==> src/rtl/rxuart_cfg.sv <==
// rxuart_cfg: parametrised asynchronous serial receiver.
// The line is synchronised, sampled at OVERSAMPLE ticks per bit and
// majority-voted at mid-bit. Each finished word goes into a one-entry
// holding register with its parity and framing status.
//
// Handshake: rx_valid rises when a word is loaded and stays high until a
// cycle with rx_valid && rx_ready. A word that finishes while the register
// still holds an unconsumed word is dropped, and overrun pulses for one cycle.
module rxuart_cfg #(
    parameter int CLOCK_DIVIDE = 312,
    parameter int OVERSAMPLE   = 16,
    parameter int DATA_BITS    = 8,
    parameter int PARITY       = 0,
    parameter int STOP_BITS    = 1
) (
    input  logic                 clk,
    input  logic                 rst_n,
    input  logic                 rx,
    output logic [DATA_BITS-1:0] rx_data,
    output logic                 rx_valid,
    input  logic                 rx_ready,
    output logic                 parity_err,
    output logic                 frame_err,
    output logic                 overrun,
    output logic                 break_det,
    output logic                 is_receiving,
    output logic [2:0]           dbg_state
);

    typedef enum logic [2:0] {
        S_IDLE   = 3'd0,
        S_START  = 3'd1,
        S_DATA   = 3'd2,
        S_PARITY = 3'd3,
        S_STOP   = 3'd4,
        S_BREAK  = 3'd5
    } state_t;

    localparam int DW = $clog2(CLOCK_DIVIDE);
    localparam int SW = $clog2(OVERSAMPLE);
    localparam int BW = $clog2(DATA_BITS);
    localparam logic [DW-1:0] DIV_LOAD  = DW'(CLOCK_DIVIDE - 1);
    localparam logic [SW-1:0] S_LAST    = SW'(OVERSAMPLE - 1);
    localparam logic [SW-1:0] S_V0      = SW'(OVERSAMPLE / 2 - 1);
    localparam logic [SW-1:0] S_V1      = SW'(OVERSAMPLE / 2);
    localparam logic [SW-1:0] S_DEC     = SW'(OVERSAMPLE / 2 + 1);
    localparam logic [BW-1:0] B_LAST    = BW'(DATA_BITS - 1);
    localparam logic [BW-1:0] STOP_LAST = BW'(STOP_BITS - 1);
    localparam logic          ODD       = (PARITY == 1);

    logic                 sync1_q, rs_q;
    state_t               state_q, state_d;
    logic [DW-1:0]        div_q, div_d;
    logic [SW-1:0]        samp_q, samp_d;
    logic [BW-1:0]        bit_q, bit_d;
    logic                 v0_q, v0_d, v1_q, v1_d;
    logic [DATA_BITS-1:0] shift_q, shift_d;
    logic                 perr_q, perr_d, ferr_q, ferr_d, zero_q, zero_d;
    logic [DATA_BITS-1:0] data_q;
    logic                 valid_q, perr_out_q, ferr_out_q, ovr_q;
    logic                 tick, decide, vote, commit;

    assign tick   = (div_q == '0);
    assign decide = tick && (samp_q == S_DEC);
    assign vote   = (v0_q & v1_q) | (v0_q & rs_q) | (v1_q & rs_q);

    // Two-flop synchroniser for the asynchronous line; idles high.
    always_ff @(posedge clk or negedge rst_n) begin
        if (!rst_n) begin
            sync1_q <= 1'b1;
            rs_q    <= 1'b1;
        end else begin
            sync1_q <= rx;
            rs_q    <= sync1_q;
        end
    end

    // Receiver state, tick divider, sample/bit counters and frame accumulators.
    always_ff @(posedge clk or negedge rst_n) begin
        if (!rst_n) begin
            state_q <= S_IDLE;
            div_q   <= '0;
            samp_q  <= '0;
            bit_q   <= '0;
            v0_q    <= 1'b0;
            v1_q    <= 1'b0;
            shift_q <= '0;
            perr_q  <= 1'b0;
            ferr_q  <= 1'b0;
            zero_q  <= 1'b0;
        end else begin
            state_q <= state_d;
            div_q   <= div_d;
            samp_q  <= samp_d;
            bit_q   <= bit_d;
            v0_q    <= v0_d;
            v1_q    <= v1_d;
            shift_q <= shift_d;
            perr_q  <= perr_d;
            ferr_q  <= ferr_d;
            zero_q  <= zero_d;
        end
    end

    // Next-state logic: sample capture, voting decisions and the commit strobe.
    always_comb begin
        state_d = state_q;
        div_d   = tick ? DIV_LOAD : div_q - 1'b1;
        samp_d  = samp_q;
        bit_d   = bit_q;
        v0_d    = v0_q;
        v1_d    = v1_q;
        shift_d = shift_q;
        perr_d  = perr_q;
        ferr_d  = ferr_q;
        zero_d  = zero_q;
        commit  = 1'b0;

        if ((state_q inside {S_START, S_DATA, S_PARITY, S_STOP}) && tick) begin
            samp_d = (samp_q == S_LAST) ? '0 : samp_q + 1'b1;
            if (samp_q == S_V0) v0_d = rs_q;
            if (samp_q == S_V1) v1_d = rs_q;
        end

        unique case (state_q)
            S_IDLE: begin
                if (!rs_q) begin
                    state_d = S_START;
                    div_d   = DIV_LOAD;
                    samp_d  = '0;
                    bit_d   = '0;
                    perr_d  = 1'b0;
                    ferr_d  = 1'b0;
                    zero_d  = 1'b1;
                end
            end
            S_START: begin
                if (decide) begin
                    state_d = vote ? S_IDLE : S_DATA;
                    bit_d   = '0;
                end
            end
            S_DATA: begin
                if (decide) begin
                    shift_d = {vote, shift_q[DATA_BITS-1:1]};
                    zero_d  = zero_q & ~vote;
                    if (bit_q == B_LAST) begin
                        bit_d   = '0;
                        state_d = (PARITY != 0) ? S_PARITY : S_STOP;
                    end else begin
                        bit_d = bit_q + 1'b1;
                    end
                end
            end
            S_PARITY: begin
                if (decide) begin
                    perr_d  = (^shift_q) ^ vote ^ ODD;
                    zero_d  = zero_q & ~vote;
                    bit_d   = '0;
                    state_d = S_STOP;
                end
            end
            S_STOP: begin
                if (decide) begin
                    ferr_d = ferr_q | ~vote;
                    zero_d = zero_q & ~vote;
                    if (bit_q == STOP_LAST) begin
                        commit  = 1'b1;
                        bit_d   = '0;
                        samp_d  = '0;
                        state_d = zero_d ? S_BREAK : S_IDLE;
                    end else begin
                        bit_d = bit_q + 1'b1;
                    end
                end
            end
            S_BREAK: begin
                // Leave only after a full bit period of continuous idle line.
                if (!rs_q) begin
                    samp_d = '0;
                end else if (tick) begin
                    if (samp_q == S_LAST) begin
                        state_d = S_IDLE;
                        samp_d  = '0;
                    end else begin
                        samp_d = samp_q + 1'b1;
                    end
                end
            end
            default: state_d = S_IDLE;
        endcase
    end

    // One-entry holding register with overrun detection.
    always_ff @(posedge clk or negedge rst_n) begin
        if (!rst_n) begin
            data_q     <= '0;
            valid_q    <= 1'b0;
            perr_out_q <= 1'b0;
            ferr_out_q <= 1'b0;
            ovr_q      <= 1'b0;
        end else begin
            ovr_q <= commit && valid_q && !rx_ready;
            if (commit && (!valid_q || rx_ready)) begin
                data_q     <= shift_q;
                perr_out_q <= perr_q;
                ferr_out_q <= ferr_d;
                valid_q    <= 1'b1;
            end else if (valid_q && rx_ready) begin
                valid_q <= 1'b0;
            end
        end
    end

    assign rx_data      = data_q;
    assign rx_valid     = valid_q;
    assign parity_err   = perr_out_q;
    assign frame_err    = ferr_out_q;
    assign overrun      = ovr_q;
    assign break_det    = (state_q == S_BREAK);
    assign is_receiving = (state_q != S_IDLE);
    assign dbg_state    = state_q;

endmodule

==> config.mk <==
export PLATFORM = sky130hd
export DESIGN_NAME = rxuart_cfg
export DESIGN_NICKNAME = d
export VERILOG_FILES = /design/src/rtl/rxuart_cfg.sv
export SDC_FILE = /design/constraint.sdc
export NUM_CORES = 1
export LEC_CHECK = 0
export ABC_AREA = 1
export CORE_MARGIN = 5
export CORE_UTILIZATION = 30
export DETAILED_ROUTE_END_ITERATION = 10
export GPL_TIMING_DRIVEN = 0
export PLACE_DENSITY = 0.54
export SKIP_LAST_GASP = 1
export SYNTH_ARGS = -nofsm -noshare
export SYNTH_HDL_FRONTEND = slang
export SYNTH_SLANG_ARGS = --single-unit
==> constraint.sdc <==
create_clock -name clk -period 2.1 [get_ports clk]
set_input_delay 0.525 -clock clk [delete_from_list [all_inputs] [get_ports clk]]
set_output_delay 0.525 -clock clk [all_outputs]
set_load 0.03 [all_outputs]
# Word-level counts from Yosys, hierarchy flattened
# Cells that the tools add are included.
dict set report totals {
  ff_bits 46
  latch_bits 0
  ram_bits 0
  mem_bits_ro 0
  inputBits 4
  out_inout_bits 17
  elab_cells 124
  n_memories 0
}
dict set report classes {
  n_addsub 3
  multipliers 0
  div_mod_pow 0
  magnitude_cmp 0
  eq_ne 22
  shifts 0
  muxes 45
  bitwise_logic 9
  reduce_logical 28
}
# op n
set ops {}
lappend ops {{3-bit 2-to-1 mux} 17}
lappend ops {{4-bit 2-to-1 mux} 7}
lappend ops {{9-bit 2-to-1 mux} 3}
lappend ops {{3-bit one-hot mux with 6 select lines} 1}
lappend ops {{2-bit by 1-bit != test with 1-bit output (second input constant)} 7}
lappend ops {{4-bit == test (second input constant)} 3}
lappend ops {{3-bit one-hot mux with 4 select lines} 1}
lappend ops {{4-bit one-hot mux with 3 select lines} 1}
lappend ops {{1-bit 2-to-1 mux} 11}
lappend ops {{2-bit != test (second input constant)} 5}
lappend ops {{10-bit AND reduction} 1}
lappend ops {{3-bit == test (second input constant)} 3}
lappend ops {{9-bit logical NOT} 1}
lappend ops {{9-bit by 1-bit subtractor with 9-bit output (second input constant)} 1}
lappend ops {{4-bit nonzero test} 2}
lappend ops {{8-bit XOR reduction} 1}
lappend ops {{3-bit by 2-bit == test with 1-bit output (second input constant)} 2}
lappend ops {{1-bit logical AND} 6}
lappend ops {{3-bit logical NOT} 2}
lappend ops {{1-bit one-hot mux with 2 select lines} 3}
lappend ops {{2-bit AND reduction} 3}
lappend ops {{3-bit AND reduction} 2}
lappend ops {{2-bit nonzero test} 3}
lappend ops {{5-bit AND reduction} 1}
lappend ops {{other kinds (14)} 20}

# Logic depth before layout (Yosys ltp)
dict set report logic_depth {
  ltp_word 9
  depth_mapped 11
  depth_no_buf 11
}

# Worst setup path after synthesis
# No wires, ideal clock.
dict set report synth_path {
  kind {register -> register}
  from {register state_q[1], in the netlist dbg_state[1]}
  to {register state_q[0], in the netlist dbg_state[0]}
  setup_time_ns 0.118
  t_arrival_ns 1.633
  t_required_ns 1.982
  path_slack_ns 0.349
  path_stages_with_launch 10
  path_buffers 0
  period_less_slack_ns 1.751
  cell_sequence {dfrtp_1 -> inv_1 -> nand2_1 -> nor2_1 -> inv_1 -> nor2_1 -> nor2_1 -> nand3_1 -> nand2_1 -> nand2_1}
}
dict set report synth_between {
  elab_chain_len 3
  elab_cells_between_ends 18
  cone_classes {eq/ne (15); mux (1); reduce/logical (2)}
}
# element line
set synth_lines {}
lappend synth_lines {{from (decl)} 52} ;# state_t state_q, state_d;
lappend synth_lines {{from (signal assigned)} 92} ;# state_q <= state_d;
lappend synth_lines {{3-bit == test (tied with other cells)} 125} ;# unique case (state_q)
lappend synth_lines {{2-bit by 1-bit != test with 1-bit output (no line) / 2-bit != test (equally long branches)} n/a}
lappend synth_lines {{10-bit AND reduction (no line)} n/a}
# Parallel ways exist; a longest one is shown, timed or not.
# A chain may end at the register's enable or synchronous reset.

# Worst setup path after layout
dict set report layout_path {
  from {register state_q[2], in the netlist dbg_state[2]}
  to {output break_det}
}
dict set report layout_between {
  elab_chain_len 1
}
# element line
set layout_lines {}
lappend layout_lines {{3-bit == test} 220} ;# assign break_det = (state_q == S_BREAK);
lappend layout_lines {{to (decl)} 25} ;# output logic break_det,
# Every way passes these cells.

==> run metrics <==
status=finished clean; final wirelength=5420 um; # nets final=388; Slowest-stage cell, CP=dlygate4sd2_1; Reg power frac=56.3%; clk_skew=0.01135 ns; P_int=1252 uW; Synth Cell Area=0.002570 mm^2; Clock Path Buffers=2; DR pass1 iterations=5; VDD IR max=0.2604 mV; M2 GR Usage=18.22%; CTS Buf Count=5; Total Routing Usage GR=11.52%; worst path buffer plus inverter count=3; global route overflow=0; P_leak=0.001593 uW; RSZ-0062 raised after global routing=no; buffers added on ports=20; met3 GRT Util=2.233%; Multi-input gate area=0.001212 mm^2; Synth Register Bits=46; core area=0.008299 mm^2; Logic pwr share=1.8%; Top delay family on crit path=buffers and inverters; largest net degree at the start of global routing=38; dpl hpwl=4143 um; commonest non-fill, non-tap cell in the layout=nand2_1; routability cong.=0.8396; Post-synth EDFFs=0; htree depth=2; Antenna Nets Post-Route=0; clock insertion delay at the later pin of the skew report=0.30 ns; Top Usage Layer GRT=met2; fillers=846; final setup TNS=0 ns; Worst slew margin=69.12%; type of the worst min-delay path=input pin to asynchronous set/reset pin; register area=0.001154 mm^2; Reg-to-Reg End=samp_q[2]; switching pwr=327.8 uW; Die ar.=0.01052 mm^2; routed len/inst=11.22 um; worst r2r path cells=10; library cells used by synthesis=28; ys async rst share=100.0%; WP data required=1.57 ns; number of diodes=0; M1 GR Usage=15.82%; die height=102.6 um; syn_nets=360; Final setup viols=0; FMAX=508.4 MHz; final hold violation count=0; # IOs=21; CTS Sinks=46; DR vias=2172; first-pass GRT wire length=9798 um; Max-cap violations=0; worst-path cell chain=buf_2 -> nand3_1 -> inv_1 -> dlygate4sd2_1; Worst Setup SP=dbg_state[2]; layout cells sized above 1=10.05%; switching part of the total power=20.75%; Initial Utilization=30.97%; Primary FF master, synth=dfrtp_1; Max FO, Critical Path=8; Tcrit/Tclk final=93.67%; number of global-route vias before repair=2158; Final Max Tran Viols=0; TritonCTS clock tree=done; Final Non-Filler Cells=483; Mean Syn Cell Area=7.364 um^2; vias per cell=4.497; # DRC=0; reg2reg start=div_q[0]; Initial DRC Count=81; Worst Path Arrival=1.44 ns; CP max stage delay=0.40 ns; Crit Path Category=register to output port; Seq/Total Area, Yosys=44.89%; area delta synth->final=17.82%; Clock power frac=41.9%; commonest cells after routing, fill and taps aside=nand2_1 (129), dfrtp_1 (44), inv_1 (42); Reg2Reg Setup Slack=0.21 ns; die width=102.6 um; Crit. End Element=output port; Root Buffer=clkbuf_8; Synth Instances=349; crit start category=register; post-layout min period=1.967 ns; Yosys warnings=0; Worst Max-Slew Pin Slew=0.4584 ns; initial antenna violation count=0; # rows=33; Clock Pin Slew Worst Setup and Hold Paths=0.08 ns; placed insts=475; Hold Buf Count CTS=0; Pwr Density=521.7 mW/mm^2
[sequential cells by signal, summed over array words and instances, names as in the netlist, 3 cells and up]
register,flops
div_q,9
rx_data,8
shift_q,8
samp_q,4
bit_q,3
dbg_state,3
[logic make-up (layout without fill, tap and decap cells)]
family | after synthesis | after routing | share of synthesized area [%]
XOR/XNOR | 2 | 2 | 0.6817
buffers and inverters | 51 | 80 | 8.227
AO/OA/AOI/OAI | 36 | 36 | 8.764
adder cells (fa/ha/maj) | 7 | 7 | 3.408
AND/OR/NAND/NOR | 207 | 207 | 34.03
flip-flops | 46 | 46 | 44.89
[per-stage QoR]
step	util, %	area [um^2]	power, uW	hold slack, ns	setup slack [ns]
after CTS	36.44	3024	1612	0.08993	-0.05443
final	36.48	3028	1580	0.08430	0.1329
after global placement	34.96	2902	933.9	0.3463	-0.9624
after global routing	36.48	3028	1653	0.09234	0.01859
after floorplan	-	2570	908.3	0.2294	0.3485
after detailed placement	35.14	2917	937.6	0.3472	0.04225
[Yosys cell counts (2+ instances only)]
master	count	area, um^2
buf_6	2	22.52
o21ai_0	12	60.06
o21ai_2	8	70.07
nor3_1	4	20.02
buf_2	4	20.02
o211ai_1	6	45.04
nand2_1	129	484.2
dfstp_2	2	52.55
ha_1	7	87.58
dfrtp_1	44	1101
nor2_4	2	22.52
nand2_2	4	25.02
a21oi_1	4	20.02
nand4_1	4	25.02
nor2_1	29	108.9
nand3_1	29	145.1
o21ai_1	6	30.03
inv_1	43	161.4
[routing by layer]
layer | vias up | wire length [um]
li1 | 1153 | -
met4 | 0 | 80
met5 | - | 0
met3 | 7 | 134
met1 | 990 | 2761
met2 | 22 | 2443
[worst max path at each step]
stage	end	depth (start not counted)
after floorplan	dbg_state[0]	9
after global placement	rx_data[4]	1
after detailed placement	is_receiving	5
after CTS	is_receiving	5
after global routing	samp_q[2]	10
final	break_det	4
[power groups by stage]
stage / Sequential, uW / Combinational [uW] / Clock [uW]
floorplan: 907 / 1.84 / 0
global placement: 906 / 27.4 / 0
detailed placement: 906 / 31.4 / 0
CTS: 889 / 31.4 / 692
global route: 889 / 34.5 / 730
finish: 889 / 29.0 / 662
[final cells by class]
cell class,instances,share of cell area [%]
clock buffers,6,2.397
well taps,105,4.339
flip-flops and latches,46,38.10
inverters,44,5.455
repair buffers,21,6.901
plain buffers,7,1.529
multi-input cells,252,40.04
clock inverters,2,1.240
[what timing repair did]
action / in CTS / in global routing
gates resized for setup: 2 / 5
setup buffers: 0 / 0
pin swaps: 0 / 0
gates cloned: 0 / 0
endpoints found under the setup margin: 2 / 6
Note: power is estimated with default switching activity, not from simulation.
